`src/rtl/ebus_pkg.sv`:
```
// Shared EBUS types: function codes, handshake states, CONI/CONO bit positions.
// Data words use [0:35] numbering, bit 35 is the LSB.
package ebus_pkg;

  localparam int unsigned WORD_W = 36;
  localparam int unsigned CS_W   = 7;
  localparam int unsigned F_W    = 3;
  localparam int unsigned PI_W   = 8;
  localparam int unsigned PIA_W  = 3;

  typedef enum logic [F_W-1:0] {
    CONO   = 3'd0,
    CONI   = 3'd1,
    DATAO  = 3'd2,
    DATAI  = 3'd3,
    PI_VEC = 3'd4
  } tEBUSfunc;

  typedef enum logic [1:0] {
    IDLE  = 2'd0,
    SETUP = 2'd1,
    ACK   = 2'd2,
    REL   = 2'd3
  } tEBUSstate;

  // CONO control bits
  localparam int unsigned CONO_FLUSH   = 29;
  localparam int unsigned CONO_CLR_OVR = 30;
  localparam int unsigned CONO_EN      = 32;
  localparam int unsigned PIA_LO       = 33;
  localparam int unsigned PIA_HI       = 35;

  // CONI status occupies bits [29:35]; first field lands on bit 29
  typedef struct packed {
    logic              overrun;
    logic              out_valid;
    logic              in_full;
    logic              enable;
    logic [PIA_W-1:0]  pia;
  } coni_t;

  localparam int unsigned CONI_PAD = WORD_W - $bits(coni_t);

  function automatic logic is_rd_func(input tEBUSfunc f);
    return (f == CONI) || (f == DATAI) || (f == PI_VEC);
  endfunction

endpackage

```
`src/rtl/ebus_dev_hs.sv`:
```
// EBUS demand/xfer handshake FSM with read setup counter; emits capture/commit strobes.
module ebus_dev_hs
  import ebus_pkg::*;
#(
  parameter int unsigned RD_SETUP = 2
) (
  input  logic clk,
  input  logic rst,
  input  logic demand,
  input  logic sel,
  input  logic rd,
  output logic xfer,
  output logic oe,
  output logic wr_cap_c,
  output logic rd_start_c,
  output logic rd_commit_c,
  output logic end_c
);

  localparam int unsigned CNT_W = (RD_SETUP > 1) ? $clog2(RD_SETUP) : 1;

  tEBUSstate state, state_d;
  logic [CNT_W-1:0] cnt, cnt_d;
  logic xfer_d, oe_d;

  always_ff @(posedge clk) begin
    if (rst) begin
      state <= IDLE;
      cnt   <= '0;
      xfer  <= 1'b0;
      oe    <= 1'b0;
    end else begin
      state <= state_d;
      cnt   <= cnt_d;
      xfer  <= xfer_d;
      oe    <= oe_d;
    end
  end

  always_comb begin
    state_d     = state;
    cnt_d       = cnt;
    xfer_d      = xfer;
    oe_d        = oe;
    wr_cap_c    = 1'b0;
    rd_start_c  = 1'b0;
    rd_commit_c = 1'b0;
    end_c       = 1'b0;
    case (state)
      IDLE: begin
        if (sel) begin
          if (rd) begin
            state_d    = SETUP;
            oe_d       = 1'b1;
            cnt_d      = CNT_W'(RD_SETUP - 1);
            rd_start_c = 1'b1;
          end else begin
            state_d  = ACK;
            xfer_d   = 1'b1;
            wr_cap_c = 1'b1;
          end
        end
      end
      SETUP: begin
        // master gave up before xfer: release without side effect
        if (!demand) begin
          state_d = REL;
          oe_d    = 1'b0;
          end_c   = 1'b1;
        end else if (cnt == '0) begin
          state_d = ACK;
          xfer_d  = 1'b1;
        end else begin
          cnt_d = cnt - CNT_W'(1);
        end
      end
      ACK: begin
        if (!demand) begin
          state_d     = REL;
          xfer_d      = 1'b0;
          oe_d        = 1'b0;
          rd_commit_c = oe;
          end_c       = 1'b1;
        end
      end
      REL: state_d = IDLE;
      default: state_d = IDLE;
    endcase
  end

endmodule

```
`src/rtl/ebus_dev.sv`:
```
// Generic EBUS device responder: CONO/CONI/DATAO/DATAI/PI-vector cycles,
// one-word DATAO/DATAI buffers toward local logic, and PI request posting.
module ebus_dev
  import ebus_pkg::*;
#(
  parameter logic [0:CS_W-1]   DEV_CODE = 7'o020,
  parameter int unsigned       RD_SETUP = 2,
  parameter logic [0:WORD_W-1] VECTOR   = 36'o0
) (
  input  logic              clk,
  input  logic              CROBAR,
  input  logic              ebusReset,
  input  logic [0:CS_W-1]   ebusCS,
  input  logic [F_W-1:0]    ebusF,
  input  logic              ebusDemand,
  input  logic [0:WORD_W-1] ebusDataIn,
  output logic [0:WORD_W-1] ebusDataOut,
  output logic              ebusDataOE,
  output logic              ebusXfer,
  output logic [0:PI_W-1]   ebusPI,
  output logic [0:WORD_W-1] outData,
  output logic              outValid,
  input  logic              outReady,
  input  logic [0:WORD_W-1] inData,
  input  logic              inValid,
  output logic              inReady
);

  logic rst;
  assign rst = CROBAR | ebusReset;

  logic [PIA_W-1:0]  pia, pia_d;
  logic              enable, enable_d;
  logic              overrun, overrun_d;
  logic              out_valid_d;
  logic [0:WORD_W-1] out_data_d;
  logic              in_full, in_full_d;
  logic [0:WORD_W-1] in_data, in_data_d;
  logic              datai_busy, datai_busy_d;
  logic              in_ready_d;
  logic [0:PI_W-1]   pi_d;
  logic [0:WORD_W-1] data_out_d;
  tEBUSfunc          func_q, func_d;

  tEBUSfunc          fn;
  logic              int_req, sel, rd;
  coni_t             status;
  logic [0:WORD_W-1] rd_word;
  logic              wr_cap_c, rd_start_c, rd_commit_c, end_c;

  assign fn      = tEBUSfunc'(ebusF);
  assign int_req = enable & (in_full | ~outValid | overrun);
  assign rd      = is_rd_func(fn);

  // Controller select; PI-vector answers by level instead of device code
  always_comb begin
    sel = 1'b0;
    case (fn)
      CONO, CONI, DATAO, DATAI: sel = ebusDemand & (ebusCS == DEV_CODE);
      PI_VEC: sel = ebusDemand & (ebusCS[4:6] == pia) & (pia != '0) & int_req;
      default: sel = 1'b0;
    endcase
  end

  always_comb begin
    status  = '{overrun: overrun, out_valid: outValid, in_full: in_full,
                enable: enable, pia: pia};
    rd_word = '0;
    case (fn)
      CONI:    rd_word = {{CONI_PAD{1'b0}}, status};
      DATAI:   rd_word = in_full ? in_data : '0;
      PI_VEC:  rd_word = VECTOR;
      default: rd_word = '0;
    endcase
  end

  ebus_dev_hs #(.RD_SETUP(RD_SETUP)) u_hs (
    .clk         (clk),
    .rst         (rst),
    .demand      (ebusDemand),
    .sel         (sel),
    .rd          (rd),
    .xfer        (ebusXfer),
    .oe          (ebusDataOE),
    .wr_cap_c    (wr_cap_c),
    .rd_start_c  (rd_start_c),
    .rd_commit_c (rd_commit_c),
    .end_c       (end_c)
  );

  always_comb begin
    pia_d        = pia;
    enable_d     = enable;
    overrun_d    = overrun;
    out_valid_d  = outValid;
    out_data_d   = outData;
    in_full_d    = in_full;
    in_data_d    = in_data;
    datai_busy_d = datai_busy;
    func_d       = func_q;
    data_out_d   = ebusDataOut;

    if (outValid && outReady) out_valid_d = 1'b0;
    if (inValid && inReady) begin
      in_full_d = 1'b1;
      in_data_d = inData;
    end

    if (wr_cap_c || rd_start_c) func_d = fn;

    // read data is snapshotted at selection and held for the whole cycle
    if (rd_start_c) data_out_d = rd_word;
    else if (end_c) data_out_d = '0;

    if (rd_start_c && fn == DATAI) datai_busy_d = 1'b1;
    else if (end_c) datai_busy_d = 1'b0;

    if (wr_cap_c) begin
      case (fn)
        CONO: begin
          pia_d    = ebusDataIn[PIA_LO:PIA_HI];
          enable_d = ebusDataIn[CONO_EN];
          if (ebusDataIn[CONO_CLR_OVR]) overrun_d = 1'b0;
          // flush wins over a same-cycle local push or pop
          if (ebusDataIn[CONO_FLUSH]) begin
            out_valid_d = 1'b0;
            in_full_d   = 1'b0;
          end
        end
        DATAO: begin
          if (!outValid) begin
            out_data_d  = ebusDataIn;
            out_valid_d = 1'b1;
          end else begin
            overrun_d = 1'b1;
          end
        end
        default: ;
      endcase
    end

    if (rd_commit_c && func_q == DATAI) in_full_d = 1'b0;

    pi_d = '0;
    if (int_req && pia != '0) pi_d[pia] = 1'b1;

    in_ready_d = ~in_full_d & ~datai_busy_d;
  end

  always_ff @(posedge clk) begin
    if (rst) begin
      pia         <= '0;
      enable      <= 1'b0;
      overrun     <= 1'b0;
      outValid    <= 1'b0;
      outData     <= '0;
      in_full     <= 1'b0;
      in_data     <= '0;
      datai_busy  <= 1'b0;
      inReady     <= 1'b1;
      ebusPI      <= '0;
      ebusDataOut <= '0;
      func_q      <= CONO;
    end else begin
      pia         <= pia_d;
      enable      <= enable_d;
      overrun     <= overrun_d;
      outValid    <= out_valid_d;
      outData     <= out_data_d;
      in_full     <= in_full_d;
      in_data     <= in_data_d;
      datai_busy  <= datai_busy_d;
      inReady     <= in_ready_d;
      ebusPI      <= pi_d;
      ebusDataOut <= data_out_d;
      func_q      <= func_d;
    end
  end

endmodule
```
`config.mk`:
```
export PLATFORM = sky130hd
export DESIGN_NAME = ebus_dev
export DESIGN_NICKNAME = d
export VERILOG_FILES = /design/src/rtl/ebus_pkg.sv /design/src/rtl/ebus_dev_hs.sv /design/src/rtl/ebus_dev.sv
export SDC_FILE = /design/constraint.sdc
export NUM_CORES = 1
export LEC_CHECK = 0
export ABC_AREA = 0
export ABC_CLOCK_PERIOD_IN_PS = 4100
export CAP_MARGIN = 20
export CORE_AREA = 3 3 110 112
export DETAILED_ROUTE_END_ITERATION = 6
export DIE_AREA = 0 0 113 115
export MAX_ROUTING_LAYER = met4
export PLACE_DENSITY = 0.78
export SYNTH_ARGS = -nofsm -noshare
export SYNTH_HDL_FRONTEND = slang
export SYNTH_HIERARCHICAL = 1
export SYNTH_SLANG_ARGS = --single-unit
```
`constraint.sdc`:
```
create_clock -name clk -period 4.1 [get_ports clk]
set_clock_uncertainty 0.05 [all_clocks]
set_input_delay 0.82 -clock clk [delete_from_list [all_inputs] [get_ports clk]]
set_output_delay 0.82 -clock clk [all_outputs]
set_load 0.005 [all_outputs]
```
==> results.md, run 1 <==
* Internal power at 2.39 mW
* Synth cell types at 48
* Final worst-path cycle share at between 80% and 90%
* Critical-path cell list: clkdlybuf4s50_1 -> nand3_1 -> or4_1 -> o21ai_0 -> nand2_1 -> nor2_1 -> nor3b_2 -> nand3_2 -> buf_4 -> nand2_1 -> a21oi_1
* Largest net degree at the start of global routing at 51
* Post-synth top flop: dfxtp_1
* Met3 GRT Util at between 6 and 7%
* Clock-pin slew on the worst setup and hold paths at approximately 50 ps
* CTS resizes at 0
* Worst Path Buf+Inv at 2
* Max stage delay on crit path at ~590 ps
* FP Rows at 39
* Slew HR at a little under two fifths
* Total power at 3.02 mW
* Post-Syn Nets at 659
* Most frequent cells in the layout: clkdlybuf4s50_1, nand2_1, dfxtp_1
* Initial DRC Count at between 300 and 400
* Clk pwr share at a little over 50%
* First-pass GRT wire length at 21,400 µm
* VDD IR-drop max at between 0.2 and 0.3 mV
* Die Area at around 0.013 mm²
* CTS buffer count at 17
* Vias in the first global route at around 4,500
* H-tree levels at 4
* Area of the core at 0.0113 mm²
* Largest area contributor in the synthesized netlist: dfxtp_1
* Seq/Total Area, Yosys at 53.4%
* M1 GR Usage at 24.9%
* Cells after Synth at between 500 and 600
* CTS max path bufs at 2
* Total congestion overflow at 0
* Power Dens Cells at 409 mW/mm²
* I/O Buffers at 171
* Worst-skew pair later-pin latency at a little over 400 ps
* Met2 GRT Util at approximately a third
* Die width at between 100 and 150 µm
* Unrepaired setup endpoints after global routing: false
* Leak Pwr at 2.62 nW
* Fin area at roughly 0.0074 mm²
* Tmin final at 3530 ps
* CP Class: input port to flop
* CP Capture Type: flop
* Critical Path RT at 4300 ps
* Avg Inst Size Synth at 8.84 µm²
* Synth warn at 6
* GP Congestion at 0.858
* I/O pin count at between 150 and 200
* Core Util, Final at about two thirds
* CTS root buffer: clkbuf_16
* Final WL at 13,400 µm
* Slew Viols, Final at 0
* Post-synth EDFFs at 0
* Die height at 115 µm
* Routed wire length per instance at 15.1 µm
* Fmax at around 0.28 GHz
* Switching Fraction at between 20% and 30%
* 1st-pass router iterations at 4
* Overall global routing resource usage at between 20% and 30%
* Number of synthesized register bits at roughly 130
* P_sw at 0.633 mW
* TNS Setup at 0 ps
* Asr flop ratio synth at 0%
* Maxcap violations at 0
* Top cells by area, synth: dfxtp_1, nand2_1, a21oi_1, a22o_1, a21oi_2
* Worst Tran Pin Value at approximately 930 ps
* Synthesized area at 0.00499 mm²
* Status: finished clean
* Layout cells sized above 1 at around 8.7%
* Hold_buf cts at 0
* Combinational fraction of design power at about 5.6%
* Busiest grt layer: met2
* Clock sink total at roughly 130
* CTS tree: done
* DR vias at roughly 4,600
* DP HPWL at between 9000 and 10,000 µm
* Final-report hold violation count at 0
* Post CTS Setup Buffer Count at 0
* Antenna-violating nets left at 0
* Arrival @ worst endpoint at 3730 ps
* Family with the most delay on the worst path: simple AND/OR/NAND/NOR gates
* Post-DP Area at slightly below 0.007 mm²
* Via/cell ratio at between 5 and 6
* Most used cell, CP: nand2_1
* # setup viols final at 0
* Synthesis-to-layout area growth at 48.1%
* Nets at ~830
* Crit-path max FO at 27
* Ant diodes at 0
* Slowest cell on crit path: clkdlybuf4s50_1
* Initial Utilization at 44.1%
* Hold slack at around 400 ps
* Worst setup SP type: input port
* Min-Delay Path Class: flop to flop
* Synth top area share at between 50% and 60%
* Number of remaining DRC errors at 0
* Commonest non-fill, non-tap cell in the layout: clkdlybuf4s50_1
* Sequential power share at between 40% and 50%
* Antenna violations before repair at 0
-- state kept, by name, indices dropped and copies added, names as in the netlist, 2 cells and up --
register / flops
in_data: 36
ebusPI: 8
outData: 36
ebusDataOut: 36
pia: 3
func_q: 3
u_hs/state: 2
-- power by group through the flow --
stage / Clock [mW] / Sequential (mW) / Combinational, mW
global placement: 0 / 1.34 / 0.165
finish: 1.54 / 1.31 / 0.170
detailed placement: 0 / 1.34 / 0.169
global route: 1.63 / 1.31 / 0.185
CTS: 1.56 / 1.31 / 0.171
floorplan: 0 / 1.34 / 0.0596
-- tightest hold or removal path, stage by stage, from the launching register on --
cell	delay, ps
dfxtp_1	300
nand2_1	50
a21oi_1	50
-- cells by family (layout without fill, tap and decap cells) --
group,count (synthesis),after routing,synth area share [%]
compound gates,145,145,18.7
other cells,1,1,0.0752
fa+ha+maj,7,7,1.76
flops,133,133,53.4
mux,8,8,1.71
simple gates,219,219,18.7
xor+xnor,2,2,0.351
buf+inv,49,230,5.32
-- final timing paths --
check                                 from     endpoint  slack (ps)  depth (start not counted)
worst min register to register  in_data[0]   in_data[0]         400                          2
worst max register to register      pia[2]  outData[31]        1000                         11
worst max-delay path              ebusF[2]  outData[31]         570                         11
worst min-delay path            in_data[0]   in_data[0]         400                          2
-- per-layer routing --
| layer | part of all wire, % | wire length, µm |
|---|---|---|
| met1 | 43 | 5790 |
| met2 | 48 | 6490 |
| met3 | 6.5 | 872 |
| met4 | 2.0 | 275 |
| met5 | 0 | 0 |
-- synth_stat cells, drive strengths merged, types with 3 or more instances --
library cell	n
inv	14
nand2	159
clkbuf	19
a21oi	82
nor2	24
and2	4
ha	7
o21ai	16
a22o	29
buf	16
nor3	3
and3	3
mux2i	7
dfxtp	133
nor2b	4
a22oi	5
nand3	9
-- layout make-up --
type,instances,area [µm²]
inverter,14,52.6
fill,929,3940
timing repair buffer,184,1820
tap,143,179
clock inverter,11,150
clock buffer,21,460
sequential,133,2660
multi-input combinational,382,2060
-- metrics by stage --
stage	cells	setup slack, ps
floorplan	564	951
global placement	855	327
detailed placement	856	204
CTS	888	613
global route	888	357
finish	888	565
Power figures use the tool's default switching activity.
==> run 2, diff against run 1 <==
- ABC_CLOCK_PERIOD_IN_PS: 4100 -> 3200
- CORE_AREA: 3 3 110 112 -> 3 3 115 117
- DIE_AREA: 0 0 113 115 -> 0 0 118 120
- PLACE_DENSITY: 0.78 -> 0.75
- clock period: 4.1 -> 3.2 ns (I/O delays scaled with it)
==> run 2 against run 1 <==
Net effect:
- sequential power increased by 28%
- worst hold slack got worse by 1.5 ps
- global-route usage decreased by 1.7 points
- combinational power increased by 34%
- highest routed layer unchanged
- count of clock-buffer cells in the layout decreased by 2
- worst setup slack got worse by 250 ps
- critical path depth decreased by 1
- core utilization decreased by 5.0 points
- routed wire length increased by 1.0%
- cell area increased by 1.7%
- clock power increased by 20%
- cell count increased by 4.4%
==> results.md, run 2 (synthesized netlist as in run 1, its figures left out) <==
* Total power at 3.76 mW (+24%)
* Synthesis-to-layout area growth at 50.7%
* # setup viols final at 0 (unchanged)
* Min-Delay Path Class: flop to flop
* Unrepaired setup endpoints after global routing: false
* First-pass GRT wire length at 21,600 µm (+0.68%)
* Die height at 120 µm (+4.3%)
* CP Class: input port to flop
* Hold_buf cts at 0 (unchanged)
* Most frequent cells in the layout: clkdlybuf4s50_1, nand2_1, dfxtp_1
* Largest regs: ebusDataOut (36), in_data (36), outData (36)
* VDD IR-drop max at 0.262 mV (-1.5%)
* Antenna-violating nets left at 0 (unchanged)
* Crit-path max FO at 5 (-81%)
* CTS tree: done
* Layout cells sized above 1 at 10.2% (+1.5 points)
* Initial Utilization at 40.0% (-4.0 points)
* CTS max path bufs at 2 (unchanged)
* DR vias at 4,577 (+0.15%)
* Final-report hold violation count at 0 (unchanged)
* CTS buffer count at 17 (unchanged)
* Commonest non-fill, non-tap cell in the layout: clkdlybuf4s50_1
* Overall global routing resource usage at 19.6% (-1.7 points)
* Die Area at 0.0142 mm² (+9.0%)
* Power Dens Cells at 500 mW/mm² (+22%)
* Nets at 837 (+1.2%)
* Antenna violations before repair at 0 (unchanged)
* Largest net degree at the start of global routing at 31 (-39%)
* Slew Viols, Final at 0 (unchanged)
* Worst setup SP type: input port
* Slew HR at 65.2% (+27 points)
* Vias in the first global route at 4,460 (-1.2%)
* GP Congestion at 0.841 (-2.0%)
* Worst Tran Pin Value at 520 ps (-411 ps)
* Area of the core at 0.0125 mm² (+10%)
* CP Capture Type: flop
* Ant diodes at 0 (unchanged)
* Die width at 118 µm (+4.4%)
* Worst-skew pair later-pin latency at 410 ps (about the same)
* Reg-to-reg slack, setup at 530 ps (-470 ps)
* TNS Setup at 0 ps (unchanged)
* Total congestion overflow at 0 (unchanged)
* CTS root buffer: clkbuf_16
* I/O Buffers at 171 (unchanged)
* Number of remaining DRC errors at 0 (unchanged)
* Core Util, Final at 60.3% (-5.0 points)
* Critical Path RT at 3450 ps (-850 ps)
* Number of fill cells in the layout at 1,054 (+13%)
* Final WL at 13,600 µm (+1.0%)
* Clock sink total at 133 (unchanged)
* Routed wire length per instance at 14.6 µm (-3.2%)
* Maxcap violations at 0 (unchanged)
* 1st-pass router iterations at 5 (+1)
* Arrival @ worst endpoint at 3130 ps (-600 ps)
* FP Rows at 41 (+5.1%)
* Fmax at approximately 0.35 GHz
* I/O pin count at 172 (unchanged)
* H-tree levels at 4 (unchanged)
* Final worst-path cycle share at approximately 90%
* Via/cell ratio at 4.94 (-4.1%)
* Initial DRC Count at 340 (-5.8%)
* Tmin final at 2890 ps
* DP HPWL at 9860 µm (+4.2%)
* Status: finished clean
* Leak Pwr at 2.68 nW (+2.2%)
* Clock-pin slew on the worst setup and hold paths at 60 ps (about the same)
[run 2: layout make-up]
type	count	area, µm²	share of cell area (%)
Inverter	14	53.8	0.716
Timing Repair Buffer	194	1930	25.7
Sequential cell	133	2660	35.4
Clock inverter	13	133	1.76
Multi-Input combinational cell	382	2070	27.6
Tap cell	172	215	2.86
Clock buffer	19	443	5.89
[run 2: metrics by stage]
step	instance area (µm²)	instances	hold WS (ps)	worst slack, ps
finish	7510	927	402	313
floorplan	4990	564	377	231
global route	7510	927	419	51.9
global placement	6930	895	386	-146
detailed placement	6930	895	395	-192
CTS	7510	927	403	235
[run 2: path summary, 6_finish.rpt]
check / startpoint / to / cells past startpoint
max: ebusCS[5] / enable / 10
min: outData[13] / outData[13] / 2
max reg2reg: pia[2] / enable / 10
min reg2reg: outData[13] / outData[13] / 2
[run 2: power breakdown]
part,total (mW),internal (mW),switching (mW),leakage [nW]
Combinational,0.227,0.128,0.0987,1.33
Clock,1.85,1.16,0.689,0.275
Sequential,1.68,1.67,0.00919,1.07
Total,3.76,2.96,0.797,2.68
[run 2: routing by layer]
metal / up-vias / track usage [%] / share of wire [%]
li1: 2269 / - / -
met1: 2133 / 22.2 / 43
met2: 161 / 33.7 / 51
met3: 14 / 5.18 / 4.8
met4: 0 / 6.74 / 1.1
met5: - / - / 0
[run 2: timing repair]
action,in CTS,in global routing
setup endpoints to repair,0,29
resized for setup,0,2
buffers inserted,0,0
[run 2: critical path, cell delays in order]
cell and delay (ps):
clkdlybuf4s50_1 440, xor2_1 150, or4_1 490, o21ai_0 230, nand2_1 110, nor2_2 170
nor3b_4 270, and2_1 340, mux2i_1 240, nor2_1 50
